===== src/rtl/ace_mem_pkg.sv =====
// Shared types for the RAM port arbiter: access owners, arbiter FSM states, pipeline tag.
// No logic here; latency and backpressure live in the modules that import it.
// Tag width is fixed by owner_t plus a single write flag.
package ace_mem_pkg;

    typedef enum logic [1:0] {
        OWN_NONE = 2'd0,
        OWN_VID  = 2'd1,
        OWN_CPU  = 2'd2
    } owner_t;

    typedef enum logic {
        ST_CLEAR = 1'b0,
        ST_RUN   = 1'b1
    } state_t;

    typedef struct packed {
        owner_t owner;
        logic   we;
    } tag_t;

endpackage


===== src/rtl/ram_arb_pipe.sv =====
// Routes RAM read data back to the owner of each granted access and pulses its ack.
// Latency: tag in at grant cycle N, ack and data out in cycle N+2.
// No backpressure: accepts one tag per cycle, acks are single-cycle pulses.
module ram_arb_pipe
    import ace_mem_pkg::*;
#(
    parameter int DW = 8
) (
    input  logic          clk,
    input  logic          reset_n,
    input  tag_t          issue_tag,
    input  logic [DW-1:0] ram_dout,
    output logic          vid_ack,
    output logic [DW-1:0] vid_data,
    output logic          cpu_ack,
    output logic [DW-1:0] cpu_dout
);

    tag_t s1_tag;

    always_ff @(posedge clk or negedge reset_n) begin
        if (!reset_n) begin
            s1_tag   <= '{owner: OWN_NONE, we: 1'b0};
            vid_ack  <= 1'b0;
            cpu_ack  <= 1'b0;
            vid_data <= '0;
            cpu_dout <= '0;
        end else begin
            s1_tag  <= issue_tag;
            vid_ack <= (s1_tag.owner == OWN_VID);
            cpu_ack <= (s1_tag.owner == OWN_CPU);
            // ram_dout is valid one cycle after the address, i.e. while s1_tag describes it
            if (s1_tag.owner == OWN_VID)
                vid_data <= ram_dout;
            if ((s1_tag.owner == OWN_CPU) && !s1_tag.we)
                cpu_dout <= ram_dout;
        end
    end

endmodule


===== src/rtl/ram_port_arbiter.sv =====
// Shares one single-port sync RAM between video fetch and Z80 CPU, with optional zero-fill after reset.
// Latency: grant is combinational in cycle N, ack/data in cycle N+2; one access per cycle.
// Backpressure: video has fixed priority; the CPU waits (cpu_wait) but wins after CPU_MAX_WAIT losses.
module ram_port_arbiter
    import ace_mem_pkg::*;
#(
    parameter int AW             = 10,
    parameter int DW             = 8,
    parameter int CPU_MAX_WAIT   = 4,
    parameter bit CLEAR_ON_RESET = 1'b1
) (
    input  logic          clk,
    input  logic          reset_n,
    input  logic          vid_req,
    input  logic [AW-1:0] vid_addr,
    output logic          vid_gnt,
    output logic          vid_ack,
    output logic [DW-1:0] vid_data,
    input  logic          cpu_req,
    input  logic          cpu_we,
    input  logic [AW-1:0] cpu_addr,
    input  logic [DW-1:0] cpu_din,
    output logic          cpu_gnt,
    output logic          cpu_wait,
    output logic          cpu_ack,
    output logic [DW-1:0] cpu_dout,
    output logic          busy,
    output logic          ram_ce,
    output logic          ram_we,
    output logic [AW-1:0] ram_a,
    output logic [DW-1:0] ram_din,
    input  logic [DW-1:0] ram_dout
);

    localparam int            SW         = $clog2(CPU_MAX_WAIT + 1);
    localparam logic [SW-1:0] STARVE_MAX = SW'(CPU_MAX_WAIT);
    localparam state_t        ST_INIT    = CLEAR_ON_RESET ? ST_CLEAR : ST_RUN;

    state_t        state;
    state_t        state_nxt;
    logic [AW-1:0] clr_cnt;
    logic [SW-1:0] starve_cnt;
    logic          cpu_win;
    tag_t          issue_tag;

    // RAM strobes and grants are held quiet while reset is asserted
    always_comb begin
        state_nxt = state;
        cpu_win   = 1'b0;
        vid_gnt   = 1'b0;
        cpu_gnt   = 1'b0;
        ram_ce    = 1'b0;
        ram_we    = 1'b0;
        ram_a     = '0;
        ram_din   = '0;
        issue_tag = '{owner: OWN_NONE, we: 1'b0};
        if (reset_n) begin
            unique case (state)
                ST_CLEAR: begin
                    ram_ce = 1'b1;
                    ram_we = 1'b1;
                    ram_a  = clr_cnt;
                    if (clr_cnt == {AW{1'b1}})
                        state_nxt = ST_RUN;
                end
                ST_RUN: begin
                    cpu_win = cpu_req && (!vid_req || (starve_cnt == STARVE_MAX));
                    if (cpu_win) begin
                        cpu_gnt   = 1'b1;
                        ram_ce    = 1'b1;
                        ram_we    = cpu_we;
                        ram_a     = cpu_addr;
                        ram_din   = cpu_we ? cpu_din : '0;
                        issue_tag = '{owner: OWN_CPU, we: cpu_we};
                    end else if (vid_req) begin
                        vid_gnt   = 1'b1;
                        ram_ce    = 1'b1;
                        ram_a     = vid_addr;
                        issue_tag = '{owner: OWN_VID, we: 1'b0};
                    end
                end
                default: ;
            endcase
        end
    end

    always_ff @(posedge clk or negedge reset_n) begin
        if (!reset_n) begin
            state      <= ST_INIT;
            clr_cnt    <= '0;
            starve_cnt <= '0;
        end else begin
            state <= state_nxt;
            if (state == ST_CLEAR)
                clr_cnt <= clr_cnt + 1'b1;
            // counts every lost cycle, including those spent behind the clear sequence
            if (cpu_req && !cpu_gnt)
                starve_cnt <= (starve_cnt == STARVE_MAX) ? STARVE_MAX : starve_cnt + 1'b1;
            else
                starve_cnt <= '0;
        end
    end

    assign cpu_wait = cpu_req & ~cpu_gnt;
    assign busy     = (state == ST_CLEAR);

    ram_arb_pipe #(
        .DW (DW)
    ) u_pipe (
        .clk       (clk),
        .reset_n   (reset_n),
        .issue_tag (issue_tag),
        .ram_dout  (ram_dout),
        .vid_ack   (vid_ack),
        .vid_data  (vid_data),
        .cpu_ack   (cpu_ack),
        .cpu_dout  (cpu_dout)
    );

endmodule

===== config.mk =====
export PLATFORM = sky130hd
export DESIGN_NAME = ram_port_arbiter
export DESIGN_NICKNAME = d
export VERILOG_FILES = /design/src/rtl/ace_mem_pkg.sv /design/src/rtl/ram_arb_pipe.sv /design/src/rtl/ram_port_arbiter.sv
export SDC_FILE = /design/constraint.sdc
export NUM_CORES = 1
export LEC_CHECK = 0
export CAP_MARGIN = 20
export CORE_ASPECT_RATIO = 1.4
export CORE_MARGIN = 2
export CORE_UTILIZATION = 37
export DETAILED_ROUTE_END_ITERATION = 10
export PLACE_DENSITY = 0.8
export SETUP_SLACK_MARGIN = 0.4
export SLEW_MARGIN = 0
export SYNTH_ARGS = -nofsm -noshare
export SYNTH_HDL_FRONTEND = slang
export SYNTH_SLANG_ARGS = --single-unit

===== constraint.sdc =====
create_clock -name clk -period 1.4 [get_ports clk]
set_input_delay 0.14 -clock clk [delete_from_list [all_inputs] [get_ports clk]]
set_output_delay 0.14 -clock clk [all_outputs]
set_load 0.01 [all_outputs]

==> impl_metrics.py <==
metrics = {
    "die": {
        "fp.dieH_microns": 85.1,
        "core_area_sq_um": 4540,
        "rows": 29,
        "die-area_sq_um": 5270,
        "die_w_microns": 61.9,
        "start_util_pct": 38.3,
        "num_io_pins": 83,
    },
    "synthesis": {
        "synth_cell_type_count": 30,
        "syn_area_per_cell_sq_um": 10.7,
        "ys_seq_area_share_pct": 50.4,
        "ys_warn_count": 0,
        "yosys.area.top_type": "dfrtp_1",
        "synth.area.top_cells": "dfrtp_1 50%, mux2_2 11%, a31oi_1 3.6%",
        "synthCells": 163,
        "synth_nets": 207,
        "yosysTopAreaCellShare_pct": 50.4,
        "netlist_area_sq_um": 1740,
        "synth-seq-cells": 35,
    },
    "run_status": {
        "status": "finished with violations",
        "failed_checks": "negative setup slack",
    },
    "run": {
        "drv_cap": 0,
    },
    "critical_path": {
        "arrival_ps": 1850,
        "start_kind": "flop",
        "required_ps": 1260,
        "critPathMaxFanout": 3,
        "crit_type": "reg2out",
        "cp-end-kind": "output port",
    },
    "global_route": {
        "grt_pass1_vias": 1900,
        "gr-total-overflow": 0,
        "grt_max_degree": 32,
        "grt_pass1_wl_mm": 8.74,
        "antenna_found_initial": 0,
        "grtUsageTotal_pct": 22.0,
    },
    "cts": {
        "cts.sinks": 35,
        "root_buffer": "clkbuf_8",
        "cts_buffer_depth": 2,
        "cts_buffers": 5,
        "clock_latency_ps": 280,
        "cts_tree": "yes",
        "clk_pin_slew_ps": 70,
        "cts_htree_levels": 2,
    },
    "sta": {
        "final.setup.tns_ps": -10890,
        "hold_viol_final": 0,
        "min_period_ps": 1990,
        "tightest_slew_ps": 378,
        "fin_skew_ps": 7.95,
        "fmax_mhz": 504,
        "maxSlewViolCount": 0,
        "fin_crit_sh_pct": 142,
        "rsz0062_at_grt": "true",
        "max-slew-margin-rel_pct": 74.8,
        "setup_violations": 25,
        "fin_ws_ps": -585,
    },
    "placement": {
        "gp_congestion": 0.795,
        "port_buffers": 82,
        "hpwl_mm": 3.50,
        "dp_cells": 320,
    },
    "routing": {
        "dr.pass1.iters": 4,
        "dr.first_iter.drc_count": 41,
        "drc": 0,
        "wl_met1_mm": 2.36,
        "via_per_inst": 4.96,
        "wl_met2_mm": 3.24,
        "met3WireLength_microns": 232,
        "routed_wl_mm": 5.87,
        "ant_nets": 0,
        "top_layer": "met4",
        "wl_per_cell_microns": 16.1,
        "num_vias": 1804,
    },
    "final_layout": {
        "finalNonFillerCells": 364,
        "fill_cells": 287,
        "area_growth_pct": 101,
        "drive_above_1_share_pct": 61.6,
        "layout.nets": 346,
        "antenna_cells": 0,
    },
    "worst_hold_path": {
        "hold_path.class": "in2async",
    },
    "power_and_ir_drop": {
        "power.leakage_nw": 1.70,
        "power_density_nw_per_um2": 784,
        "ir_worst_vdd_v": 0.000459,
    },
}
## worst paths after layout
check                              startpoint          endpoint  slack, ps  cells past startpoint
min in group clk                      reset_n  u_pipe.s1_tag[2]        280                      3
worst max-delay path            starve_cnt[1]        ram_din[5]       -590                      9
max in group asynchronous             reset_n        clr_cnt[1]        730                      3
worst min-delay path                  reset_n             state        130                      3
worst max register to register  starve_cnt[1]  u_pipe.s1_tag[0]       -260                     10
worst min register to register     clr_cnt[8]        clr_cnt[8]        500                      1
## sequential cells by signal, indices dropped and copies added, names as in the netlist
signal and cells:
u_pipe.vid_ack 1, u_pipe.vid_data 8, state 1, clr_cnt 10
starve_cnt 3, u_pipe.cpu_dout 8, u_pipe.s1_tag 3, u_pipe.cpu_ack 1
## critical path, cell delays in order, from the launching register on
cell and delay (ps):
dfrtp_1 400, inv_2 80, ha_4 150, a21boi_4 60
nor4bb_4 290, buf_2 180, buf_6 100, buf_6 80
and2_4 130, buf_6 90
## logic make-up (layout without fill, tap and decap cells)
kind of cell,count (synthesis),after routing,synth area share (%)
buf+inv,16,155,4.10
mux,17,17,11.0
flops,35,35,50.4
simple gates,46,46,15.4
compound gates,37,37,12.4
fa+ha+maj,3,3,2.16
xor+xnor,9,9,4.53
## power breakdown
part / total [mW] / internal [mW] / switching [mW]
Sequential: 1.18 / 1.12 / 0.0595
Combinational: 0.843 / 0.514 / 0.330
Clock: 0.716 / 0.385 / 0.330
Total: 2.74 / 2.02 / 0.720
## per-layer routing
metal,vias to the layer above,track usage (%)
li1,854,-
met1,883,27.1
met2,65,38.2
met3,2,2.59
met4,0,7.16
met5,-,0
## placed cells by master, fill, tap and decap left out, types with 2 or more instances in the layout
cell type,n
clkbuf_8,6
xnor2_1,2
dfrtp_2,2
a31oi_2,9
nand3_1,11
a21oi_2,10
buf_6,31
clkdlybuf4s15_2,5
buf_4,35
nor2b_4,3
nor2_1,2
dfrtp_1,33
mux2_4,17
nand2_1,4
xnor2_2,4
buf_8,2
and2_4,8
ha_4,2
nand2_4,3
inv_2,2
buf_2,27
xor2_1,3
nor2_2,2
o21ai_0,11
nand4_1,3
inv_1,2
clkdlybuf4s50_1,39
## final cells by class
| cell class | count | area, sq um | area share, % |
|---|---|---|---|
| Multi-Input combinational cell | 112 | 1170 | 33.4 |
| Timing Repair Buffer | 143 | 1270 | 36.2 |
| Inverter | 5 | 21.3 | 0.608 |
| Tap cell | 62 | 77.6 | 2.22 |
| Sequential cell | 35 | 878 | 25.1 |
| Clock buffer | 6 | 82.6 | 2.36 |
| Clock inverter | 1 | 5.00 | 0.143 |
## per-stage QoR
| stage | utilization (%) | setup slack (ps) | area, sq um | total power [mW] | hold WS [ps] |
|---|---|---|---|---|---|
| 2_1_floorplan | - | 48.5 | 1920 | 1.54 | -156 |
| 6_report | 77.2 | -585 | 3500 | 2.74 | 132 |
| 4_1_cts | 73.9 | -628 | 3350 | 2.73 | 130 |
| 3_5_place_dp | 64.8 | -618 | 2940 | 2.02 | 114 |
| 5_1_grt | 77.2 | -687 | 3500 | 2.87 | 170 |
| 3_3_place_gp | 64.8 | -615 | 2940 | 2.00 | 116 |
## cell usage after synthesis, drive strengths merged
library cell / n
a211oi: 1
nor4bb: 1
dfrtp: 35
and3b: 1
a21boi: 2
ha: 3
inv: 5
nand4b: 1
clkbuf: 4
xnor2: 6
and4: 1
nor2b: 3
a21bo: 1
xor2: 3
nor3: 2
o31ai: 1
o31a: 1
nand4: 3
nand3: 12
nand2: 7
mux2: 17
nor3b: 1
a31oi: 10
and2: 9
a21oi: 10
nor2: 5
buf: 7
o21ai: 11
## what timing repair did
| action | 4_1_cts | 5_1_grt |
|---|---|---|
| buffers inserted | 26 | 8 |
| endpoints found under the hold margin | 4 | 0 |
| pin swaps | 9 | 9 |
| endpoints found under the setup margin | 74 | 56 |
| gates resized for setup | 215 | 24 |
| hold buffers | 1 | 0 |
| gates cloned | 2 | 0 |
(Power assumes the default switching activity.)
